$ cat src/rtl/aibcr3_txdat_gearbox_if.sv
// Adapter-to-gearbox word handshake: idata/ivalid from the adapter, oready back.
// The adapter side uses the master modport and the gearbox uses the slave modport.
interface aibcr3_txdat_gearbox_if #(
   parameter int DWIDTH = 8
);
   logic [DWIDTH-1:0] idata;
   logic              ivalid;
   logic              oready;

   modport master (output idata, output ivalid, input oready);
   modport slave  (input idata, input ivalid, output oready);
endinterface

$ cat src/rtl/aibcr3_txdat_gearbox.sv
// Parallel-to-DDR gearbox: buffers one word, then shifts it out LSB first as
// bit pairs (DDR) or duplicated single bits (SDR) toward the AIB TX IO stage.
module aibcr3_txdat_gearbox #(
   parameter int   DWIDTH   = 8,
   parameter logic IDLE_VAL = 1'b0
) (
   input  logic                         ilaunch_clk,
   input  logic                         irst,
   input  logic                         iddr_mode,
   input  logic                         itx_en,
   aibcr3_txdat_gearbox_if.slave        bus,
   output logic                         odat0,
   output logic                         odat1,
   output logic                         oddrctrl,
   output logic                         obusy,
   output logic                         ounderflow
);
   localparam int CW = $clog2(DWIDTH);
   localparam logic [CW-1:0] LAST_DDR = CW'(DWIDTH / 2 - 1);
   localparam logic [CW-1:0] LAST_SDR = CW'(DWIDTH - 1);

   typedef enum logic {IDLE, SHIFT} state_t;

   state_t            state;
   logic [DWIDTH-1:0] hold_data;
   logic [DWIDTH-1:0] shift_data;
   logic              hold_vld;
   logic              mode;
   logic [CW-1:0]     slot_cnt;
   logic              last_slot;
   logic              load;
   logic              xfer;

   // Bits presented for the slot at the bottom of a word: {odat1, odat0}.
   function automatic logic [1:0] slot_bits(input logic [DWIDTH-1:0] d, input logic ddr);
      return ddr ? {d[1], d[0]} : {d[0], d[0]};
   endfunction

   function automatic logic [DWIDTH-1:0] advance(input logic [DWIDTH-1:0] d, input logic ddr);
      return ddr ? (d >> 2) : (d >> 1);
   endfunction

   assign last_slot  = (state == SHIFT) && (slot_cnt == (mode ? LAST_DDR : LAST_SDR));
   assign load       = hold_vld && itx_en && ((state == IDLE) || last_slot);
   assign bus.oready = !irst && (!hold_vld || load);
   assign xfer       = bus.ivalid && bus.oready;
   assign oddrctrl   = mode;
   assign obusy      = (state == SHIFT);

   always_ff @(posedge ilaunch_clk) begin
      if (irst) begin
         state      <= IDLE;
         hold_vld   <= 1'b0;
         mode       <= 1'b1;
         slot_cnt   <= '0;
         odat0      <= IDLE_VAL;
         odat1      <= IDLE_VAL;
         ounderflow <= 1'b0;
      end else begin
         ounderflow <= 1'b0;

         if (xfer) begin
            hold_data <= bus.idata;
            hold_vld  <= 1'b1;
         end else if (load) begin
            hold_vld  <= 1'b0;
         end

         // shift_data always holds the not-yet-presented remainder of the word,
         // so the outputs for the next slot come straight from its bottom bits.
         if (load) begin
            state          <= SHIFT;
            mode           <= iddr_mode;
            slot_cnt       <= '0;
            shift_data     <= advance(hold_data, iddr_mode);
            {odat1, odat0} <= slot_bits(hold_data, iddr_mode);
         end else if (last_slot) begin
            state      <= IDLE;
            odat0      <= IDLE_VAL;
            odat1      <= IDLE_VAL;
            ounderflow <= itx_en && !hold_vld;
         end else if (state == SHIFT) begin
            slot_cnt       <= slot_cnt + 1'b1;
            shift_data     <= advance(shift_data, mode);
            {odat1, odat0} <= slot_bits(shift_data, mode);
         end
      end
   end
endmodule

$ cat src/flat_wrapper.sv
// flat-port wrapper written by rule: the top's interface ports become plain ports
module aibcr3_txdat_gearbox_flat 
#(
   parameter int   DWIDTH   = 8,
   parameter logic IDLE_VAL = 1'b0
)
  (ilaunch_clk, irst, iddr_mode, itx_en, odat0, odat1, oddrctrl, obusy, ounderflow, bus_idata, bus_ivalid, bus_oready);
  aibcr3_txdat_gearbox_if #(.DWIDTH(DWIDTH)) bus_i ();
  input  logic ilaunch_clk;
  input  logic irst;
  input  logic iddr_mode;
  input  logic itx_en;
  output logic odat0;
  output logic odat1;
  output logic oddrctrl;
  output logic obusy;
  output logic ounderflow;
  input wire logic [$bits(bus_i.idata)-1:0] bus_idata;
  input wire logic [$bits(bus_i.ivalid)-1:0] bus_ivalid;
  output wire logic [$bits(bus_i.oready)-1:0] bus_oready;
  assign bus_i.idata = bus_idata;
  assign bus_i.ivalid = bus_ivalid;
  assign bus_oready = bus_i.oready;
  aibcr3_txdat_gearbox #(.DWIDTH(DWIDTH), .IDLE_VAL(IDLE_VAL)) u_core (.ilaunch_clk(ilaunch_clk), .irst(irst), .iddr_mode(iddr_mode), .itx_en(itx_en), .bus(bus_i), .odat0(odat0), .odat1(odat1), .oddrctrl(oddrctrl), .obusy(obusy), .ounderflow(ounderflow));
endmodule
$ cat config.mk
export PLATFORM = sky130hd
export DESIGN_NAME = aibcr3_txdat_gearbox_flat
export DESIGN_NICKNAME = d
export VERILOG_FILES = /design/src/rtl/aibcr3_txdat_gearbox_if.sv /design/src/rtl/aibcr3_txdat_gearbox.sv /design/src/flat_wrapper.sv
export SDC_FILE = /design/constraint.sdc
export NUM_CORES = 1
export LEC_CHECK = 0
export CORE_ASPECT_RATIO = 0.8
export CORE_MARGIN = 10
export CORE_UTILIZATION = 30
export CTS_BUF_LIST = sky130_fd_sc_hd__clkbuf_8
export DETAILED_ROUTE_END_ITERATION = 10
export GPL_TIMING_DRIVEN = 0
export MAX_ROUTING_LAYER = met4
export PLACE_DENSITY = 0.5
export SKIP_CTS_REPAIR_TIMING = 1
export SLEW_MARGIN = 20
export SYNTH_ARGS = -nofsm -noshare
export SYNTH_HDL_FRONTEND = slang
export SYNTH_SLANG_ARGS = --single-unit
$ cat constraint.sdc
create_clock -name ilaunch_clk -period 3.5 [get_ports ilaunch_clk]
set_input_delay 0.7 -clock ilaunch_clk [delete_from_list [all_inputs] [get_ports ilaunch_clk]]
set_output_delay 0.7 -clock ilaunch_clk [all_outputs]
set_load 0.01 [all_outputs]
==> results of run 1 <==
-- power breakdown --
group	internal (mW)	total [mW]	switching (mW)
Clock	0.0784	0.166	0.0873
Combinational	0.0438	0.0839	0.0401
Sequential	0.316	0.323	0.00710
-- flip-flops by register name, summed over array words and instances (netlist names) --
signal / cells
u_core.oddrctrl: 1
u_core.odat1: 1
u_core.ounderflow: 1
u_core.obusy: 1
u_core.hold_vld: 1
u_core.hold_data: 8
u_core.shift_data: 7
u_core.slot_cnt: 3
u_core.odat0: 1
-- layout make-up --
| cell class | instances | area, µm² |
|---|---|---|
| tap | 55 | 68.8 |
| inverter | 1 | 3.75 |
| sequential | 24 | 631 |
| fill | 369 | 2340 |
| timing repair buffer | 17 | 170 |
| clock buffer | 3 | 41.3 |
| clock inverter | 1 | 3.75 |
| multi-input combinational | 70 | 517 |
| buffer | 6 | 50.0 |
-- per-layer routing --
metal  global-route usage (%)  up-vias  wire (µm)
li1                         -      416          -
met1                     8.64      386       1160
met2                     10.0       11       1000
met3                     1.87        2         54
met4                     3.33        0         27
met5                        -        -          0
-- Yosys cell counts --
master and instances:
sky130_fd_sc_hd__clkbuf_2 1, sky130_fd_sc_hd__o21ai_2 1, sky130_fd_sc_hd__a2bb2oi_1 1, sky130_fd_sc_hd__clkbuf_8 1
sky130_fd_sc_hd__o21ai_0 3, sky130_fd_sc_hd__nor2b_1 6, sky130_fd_sc_hd__nand3_1 2, sky130_fd_sc_hd__a211oi_2 4
sky130_fd_sc_hd__dfxtp_1 9, sky130_fd_sc_hd__ha_1 1, sky130_fd_sc_hd__o22ai_1 1, sky130_fd_sc_hd__a32oi_1 1
sky130_fd_sc_hd__buf_2 1, sky130_fd_sc_hd__edfxtp_1 15, sky130_fd_sc_hd__or2b_1 1, sky130_fd_sc_hd__and3_1 1
sky130_fd_sc_hd__and3b_1 1, sky130_fd_sc_hd__nand3b_1 2, sky130_fd_sc_hd__nand2b_1 1, sky130_fd_sc_hd__nand2_1 6
sky130_fd_sc_hd__a32o_1 1, sky130_fd_sc_hd__inv_1 1, sky130_fd_sc_hd__xnor2_1 1, sky130_fd_sc_hd__nor3_1 2
sky130_fd_sc_hd__and2_1 1, sky130_fd_sc_hd__mux2i_1 7, sky130_fd_sc_hd__a211oi_1 1, sky130_fd_sc_hd__nor3_2 1
sky130_fd_sc_hd__clkbuf_4 1, sky130_fd_sc_hd__a21oi_1 7, sky130_fd_sc_hd__nor3b_1 1, sky130_fd_sc_hd__a21o_1 1
sky130_fd_sc_hd__o2111ai_1 1, sky130_fd_sc_hd__xor2_2 1, sky130_fd_sc_hd__nand2b_2 1, sky130_fd_sc_hd__buf_6 1
sky130_fd_sc_hd__nor2_1 4, sky130_fd_sc_hd__a21oi_2 6, sky130_fd_sc_hd__a21boi_0 1, sky130_fd_sc_hd__buf_4 1
sky130_fd_sc_hd__nand4bb_1 1
-- cell families after synthesis --
kind of cell	after synthesis
compound gates	29
xor+xnor	2
fa+ha+maj	1
buf+inv	7
flops	24
mux	7
simple gates	31
-- path summary, 6_finish.rpt --
path	to	slack (ns)	depth (start not counted)	startpoint
setup / recovery	bus_oready	0.49	5	itx_en
hold / removal	u_core.slot_cnt[1]$_SDFFE_PP0P_	0.49	2	u_core.slot_cnt[1]$_SDFFE_PP0P_
setup reg to reg	u_core.shift_data[5]$_DFFE_PP_	1.64	4	u_core.oddrctrl$_SDFFE_PP1P_
hold reg to reg	u_core.slot_cnt[1]$_SDFFE_PP0P_	0.49	2	u_core.slot_cnt[1]$_SDFFE_PP0P_
-- per-stage QoR --
stage | total power, mW | std cells
final | 0.573 | 177
after global routing | 0.596 | 177
after CTS | 0.580 | 177
after detailed placement | 0.415 | 173
after global placement | 0.414 | 173
after floorplan | 0.381 | 101
-- critical path, delay by kind of cell --
kind,cells,cell delay (ns)
buffers and inverters,2,0.94
AO/OA/AOI/OAI,2,0.45
AND/OR/NAND/NOR,1,0.22
==> impl_results.rst, run 1 <==
.. list-table::
   :header-rows: 1

   * - Metric
     - Value
   * - All-Layer GR Usage
     - 6.90%
   * - IO buf count
     - 17
   * - Number of nets at the end of the flow
     - roughly 140
   * - Area inside the core boundary
     - 3830 µm²
   * - Commonest non-fill, non-tap cell in the layout
     - sky130_fd_sc_hd__clkdlybuf4s50_1
   * - Utilization after layout
     - 38.8%
   * - Clock transition at the registers of the reported paths
     - 0.09 ns
   * - Total gr overflow
     - 0
   * - CTS H-Tree Depth
     - 1
   * - Critical path launch point type
     - input pin
   * - Routed Antenna Nets
     - 0
   * - Smallest hold slack
     - about 0.5 ns
   * - Maximum fanout along the worst path
     - 7
   * - Initial DRC count
     - 67
   * - Simple logic cell fraction of the synthesized area
     - 15.2%
   * - Dominant cells by area after synthesis
     - sky130_fd_sc_hd__edfxtp_1 38%, sky130_fd_sc_hd__dfxtp_1 15%, sky130_fd_sc_hd__mux2i_1 5.8%, sky130_fd_sc_hd__a21oi_2 4.4%, sky130_fd_sc_hd__a211oi_2 4.2%
   * - Maximum frequency from static timing analysis
     - 0.332 GHz
   * - I/O pin count
     - 19
   * - Count of final max-slew check failures
     - 0
   * - Placement Cell Area
     - ~1400 µm²
   * - Portion of netlist area occupied by mux cells
     - 5.83%
   * - Initial core utilization
     - 31.4%
   * - Antenna violations before repair
     - 0
   * - Fraction of synthesized cell area taken by the top area cell type
     - between 30% and 40%
   * - Total via count in the routed design
     - 815
   * - Sequential area share after synthesis
     - between 50% and 60%
   * - Number of flip-flops and latches in the synthesized netlist
     - 24
   * - Layout cells sized above 1
     - 18.9%
   * - Cell at the root of the clock tree
     - sky130_fd_sc_hd__clkbuf_8
   * - Final standard cell area without fillers
     - ~1500 µm²
   * - Layout-stage area growth over the synthesis result
     - 23.6%
   * - CTS tree
     - built
   * - Number of hold violations in the final report
     - 0
   * - Max cap viols
     - 0
   * - DIE AREA
     - approximately 7000 µm²
   * - Transition at the pin with the smallest max-transition slack
     - 0.715 ns
   * - Worst slack at placement
     - 0.473 ns
   * - Worst vdd ir
     - between 100 and 150 µV
   * - Cell Pwr Density
     - 386 nW/µm²
   * - Number of unique standard cell types used by synthesis
     - between 40 and 50
   * - DR WL/cell
     - 12.7 µm
   * - Wire length of the first global-routing pass
     - 3880 µm
   * - Compound-cell area share of the yosys netlist
     - 18.9%
   * - Vias in the first global route
     - around 850
   * - Final Wtd Congestion
     - 0.813
   * - Clock sink count
     - 24
   * - Clock buffer count from CTS
     - 3
   * - Setup slack of the critical path after layout
     - 0.485 ns
   * - Gate count of the mapped netlist
     - about 100
   * - Worst skew pair latency
     - between 0.2 and 0.3 ns
   * - Run status
     - complete, no violations
   * - Syn Std Cell Area
     - 1200 µm²
   * - Main combinational cell family by area after synthesis
     - compound AO/OA/AOI/OAI gates
   * - Nets in the synthesized netlist
     - 115
   * - CP Data Required Time
     - 2.80 ns
   * - Worst setup EP type
     - output port
   * - Count of warnings emitted by yosys
     - 0
   * - Die width
     - 90.7 µm
   * - Largest area contributor in the synthesized netlist
     - sky130_fd_sc_hd__edfxtp_1
   * - Final period util
     - 86.1%
   * - Clock buffer depth
     - 2
   * - Path category of the worst min-delay check
     - reg -> reg
   * - Number of antenna cells inserted
     - 0
   * - Aggregate routed wire length
     - around 2200 µm
   * - Fraction of synthesized cell area in xor and xnor cells
     - 2.08%
   * - Data arrival, critical path
     - 2.31 ns
   * - Die outline height
     - 76.6 µm
   * - Standard-cell row count
     - 20
   * - Worst clock skew on the final layout
     - about 0.0036 ns
   * - Mean Syn Cell Area
     - 11.9 µm²
   * - Total Negative Setup Slacks
     - 0 ns
   * - Slew Limit Headroom
     - between 50% and 60%
   * - Time the final worst path needs with I/O delays and setup
     - 3.01 ns
   * - Unrepaired setup endpoints after global routing
     - false
   * - Maximum number of pins on one net before global-route repair
     - 14
   * - Via count normalized by instance count
     - 4.60
   * - Setup violation total in the final timing report
     - 0
   * - Most used cells in the layout excluding fill and tap cells
     - 17 x sky130_fd_sc_hd__clkdlybuf4s50_1, 15 x sky130_fd_sc_hd__edfxtp_1, 9 x sky130_fd_sc_hd__dfxtp_1
   * - Worst stage delay on the critical path
     - 0.49 ns
   * - Slowest CP cell
     - sky130_fd_sc_hd__clkdlybuf4s50_1
   * - # DRC
     - 0
   * - Cells traversed along the worst timing path
     - clkdlybuf4s50_1 > and3_1 > a21oi_2 > a21oi_2 > clkdlybuf4s50_1
   * - Post-synthesis adder-cell area fraction
     - 1.04%
   * - Post-DP HPWL
     - 1700 µm
   * - Class of the most critical setup path
     - in -> out
   * - Detailed-router iteration count before antenna repair
     - 4
   * - Leakage power total
     - 0.500 nW
Note: power is estimated with default switching activity, not from simulation.
==> run 2: changes to the inputs <==
- ABC_AREA: unset -> 1
- CORE_ASPECT_RATIO: 0.8 -> 1.2
==> run 2 against run 1 <==
  * Clock skew barely moved
  * Wire length fell by 5.2%
  * Global-route usage barely moved
  * Worst setup slack got worse by 0.022 ns
  * Synthesized cell count rose by 16%
  * Largest power group unchanged
==> impl_results.rst, run 2 <==
.. list-table::
   :header-rows: 1

   * - Metric
     - Value
   * - Fraction of synthesized cell area taken by the top area cell type
     - between 30% and 40%
   * - Most used cells in the layout excluding fill and tap cells
     - 20 x sky130_fd_sc_hd__nand2_1, 17 x sky130_fd_sc_hd__clkdlybuf4s50_1, 15 x sky130_fd_sc_hd__edfxtp_1
   * - Clock sink count
     - 24
   * - I/O pin count
     - 19
   * - Dominant cells by area after synthesis
     - sky130_fd_sc_hd__edfxtp_1 37%, sky130_fd_sc_hd__dfxtp_1 15%, sky130_fd_sc_hd__nand2_1 6.2%, sky130_fd_sc_hd__nand2_2 4.1%, sky130_fd_sc_hd__inv_1 4.0%
   * - Number of unique standard cell types used by synthesis
     - 27
   * - Worst setup EP type
     - output port
   * - Layout cells sized above 1
     - 26.8%
   * - Most common flop cell mapped by yosys
     - sky130_fd_sc_hd__edfxtp_1
   * - Async set-reset flop share out of synthesis
     - 0%
   * - Critical path launch point type
     - input pin
   * - # DRC
     - 0
   * - Cell Pwr Density
     - 385 nW/µm²
   * - Cell types with the highest counts after synthesis
     - 20 x sky130_fd_sc_hd__nand2_1, 15 x sky130_fd_sc_hd__edfxtp_1, 13 x sky130_fd_sc_hd__inv_1
   * - Time the final worst path needs with I/O delays and setup
     - 3.04 ns
   * - Transition at the pin with the smallest max-transition slack
     - 0.398 ns
   * - Top register by number of flip-flops
     - u_core.hold_data
   * - Routed Antenna Nets
     - 0
   * - Maximum fanout along the worst path
     - 9
   * - Cells traversed along the worst timing path
     - clkdlybuf4s50_1 > nand2_1 > inv_1 > nand2_8 > nand2_4 > nand2_2 > inv_1 > clkdlybuf4s50_1
   * - Detailed-router iteration count before antenna repair
     - 4
   * - Class of the most critical setup path
     - in -> out
   * - Worst slack at placement
     - 0.458 ns
   * - Layer with the highest usage
     - met2
   * - Maximum number of pins on one net before global-route repair
     - 14
   * - Wire length of the first global-routing pass
     - 3790 µm
   * - IO buf count
     - 17
   * - Utilization after layout
     - 38.3%
   * - Syn Std Cell Area
     - 1210 µm²
   * - Standard-cell row count
     - 25
   * - Mean Syn Cell Area
     - between 10 and 15 µm²
   * - Clock buffer count from CTS
     - 3
   * - Cell at the root of the clock tree
     - sky130_fd_sc_hd__clkbuf_8
   * - Post-DP HPWL
     - approximately 1700 µm
   * - Count of flip-flops with a built-in enable after synthesis
     - 15
   * - Aggregate routed wire length
     - 2130 µm
   * - Data arrival, critical path
     - 2.34 ns
   * - Count of warnings emitted by yosys
     - 0
   * - Most frequently used cell type in the post-synthesis netlist
     - sky130_fd_sc_hd__nand2_1
   * - Number of hold violations in the final report
     - 0
   * - Slew Limit Headroom
     - 73.5%
   * - Initial core utilization
     - 31.0%
   * - Met1 layer usage reported by global route
     - 7.97%
   * - CP Data Required Time
     - between 2 and 3 ns
   * - Commonest non-fill, non-tap cell in the layout
     - sky130_fd_sc_hd__nand2_1
   * - Final standard cell area without fillers
     - 1500 µm²
   * - CTS tree
     - built
   * - Count of final max-slew check failures
     - 0
   * - Area inside the core boundary
     - 3910 µm²
   * - Worst clock skew on the final layout
     - about 0.0033 ns
   * - Sequential area share after synthesis
     - 52.0%
   * - Clock buffer depth
     - 2
   * - Worst stage delay on the critical path
     - 0.53 ns
   * - Via count normalized by instance count
     - 4.20
   * - Registers with the highest flip-flop counts
     - u_core.hold_data: 8 flops, u_core.shift_data: 7 flops, u_core.slot_cnt: 3 flops
   * - Worst vdd ir
     - 168 µV
   * - Total Negative Setup Slacks
     - 0 ns
   * - Total buffers and inverters traversed by the critical path
     - 4
   * - Unrepaired setup endpoints after global routing
     - false
   * - Setup violation total in the final timing report
     - 0
   * - Gate count of the mapped netlist
     - 117
   * - GRT met3 Usage
     - under 10%
   * - Fillers
     - 408
   * - Layout-stage area growth over the synthesis result
     - 23.3%
   * - DR WL/cell
     - 11.1 µm
   * - Family with the most delay on the worst path
     - buffers and inverters
   * - DIE AREA
     - ~7000 µm²
   * - Clock transition at the registers of the reported paths
     - 0.08 ns
   * - Max cap viols
     - 0
   * - Final Wtd Congestion
     - 0.743
   * - Antenna violations before repair
     - 0
   * - Total via count in the routed design
     - between 800 and 900
   * - CTS H-Tree Depth
     - 1
   * - Run status
     - complete, no violations
   * - Initial DRC count
     - 26
   * - Vias in the first global route
     - 835
   * - Setup slack of the critical path after layout
     - roughly 0.46 ns
   * - Total gr overflow
     - 0
   * - Footprint of the flip-flops and latches
     - 631 µm²
   * - Slowest CP cell
     - sky130_fd_sc_hd__clkdlybuf4s50_1
   * - Path category of the worst min-delay check
     - reg -> reg
   * - All-Layer GR Usage
     - 6.89%
   * - Die outline height
     - 89.7 µm
   * - Met2 Usage GRT
     - roughly 11%
   * - Area of combinational cells with multiple inputs
     - 498 µm²
   * - Number of flip-flops and latches in the synthesized netlist
     - 24
   * - Nets in the synthesized netlist
     - 131
   * - Die width
     - 78.1 µm
   * - Worst skew pair latency
     - 0.26 ns
   * - Placement Cell Area
     - between 1000 and 1500 µm²
   * - Maximum frequency from static timing analysis
     - between 0.3 and 0.4 GHz
   * - Leakage power total
     - between 0.5 and 0.6 nW
   * - Largest area contributor in the synthesized netlist
     - sky130_fd_sc_hd__edfxtp_1
   * - Number of antenna cells inserted
     - 0
   * - Final period util
     - 86.8%
   * - Number of nets at the end of the flow
     - 153
   * - Max FFs per register
     - 8
run 2: cell count changes after synthesis, moves of 4 or more:
cell / delta
sky130_fd_sc_hd__mux2i_1: -5
sky130_fd_sc_hd__nand3_1: +6
sky130_fd_sc_hd__a21oi_1: -5
sky130_fd_sc_hd__nor2b_1: -6
sky130_fd_sc_hd__mux2_2: +4
sky130_fd_sc_hd__nand2_1: +14
sky130_fd_sc_hd__nor2_1: -4
sky130_fd_sc_hd__inv_1: +12
sky130_fd_sc_hd__or2_2: +4
sky130_fd_sc_hd__a211oi_2: -4
sky130_fd_sc_hd__nand2_2: +8
sky130_fd_sc_hd__o21ai_0: +4
run 2: power breakdown:
| group | internal [mW] | leakage (nW) | switching (mW) |
|---|---|---|---|
| clock | 0.0782 | 0.0231 | 0.0817 |
| combinational | 0.0444 | 0.345 | 0.0464 |
| sequential | 0.317 | 0.212 | 0.00829 |
run 2: worst paths after layout:
check	from	end	slack, ns	cells past startpoint
worst max-delay path	itx_en	bus_oready	0.46	8
worst max register to register	u_core.slot_cnt[0]$_SDFFE_PP0P_	u_core.hold_data[6]$_DFFE_PP_	1.70	7
worst min-delay path	u_core.slot_cnt[1]$_SDFFE_PP0P_	u_core.slot_cnt[1]$_SDFFE_PP0P_	0.49	2
worst min register to register	u_core.slot_cnt[1]$_SDFFE_PP0P_	u_core.slot_cnt[1]$_SDFFE_PP0P_	0.49	2
run 2: layout make-up:
cell class	count	area share, %
inverter	15	4.60
sequential	24	42.1
timing repair buffer	17	11.4
multi-input combinational	76	33.3
clock inverter	1	0.251
clock buffer	3	2.76
buffer	2	1.09
tap	54	4.52
run 2: metrics by stage:
| stage | cells | total power, mW | hold WS [ns] |
|---|---|---|---|
| finish | 192 | 0.576 | 0.493 |
| global route | 192 | 0.609 | 0.538 |
| CTS | 192 | 0.591 | 0.496 |
| detailed placement | 188 | 0.424 | 0.482 |
| global placement | 188 | 0.422 | 0.471 |
| floorplan | 117 | 0.390 | 0.460 |
run 2: worst reg2reg max path, stage by stage (launching register included):
cell and delay, ns:
sky130_fd_sc_hd__dfxtp_1 0.37, sky130_fd_sc_hd__ha_1 0.27, sky130_fd_sc_hd__nand3_4 0.12, sky130_fd_sc_hd__nand2_4 0.13
sky130_fd_sc_hd__nand2_8 0.11, sky130_fd_sc_hd__nand2_4 0.08, sky130_fd_sc_hd__nand2_2 0.06, sky130_fd_sc_hd__nor2_2 0.33
run 2: kinds of logic after synthesis:
family	after synthesis	synth area share [%]
buf+inv	17	7.01
fa+ha+maj	1	1.03
compound gates	19	10.0
simple gates	50	24.6
mux	6	5.36
flops	24	52.0
run 2: per-layer routing:
layer  wire (µm)  part of all wire [%]
met1        1020                    48
met5           0                     0
met3          51                   2.4
met2        1020                    48
met4          40                   1.9
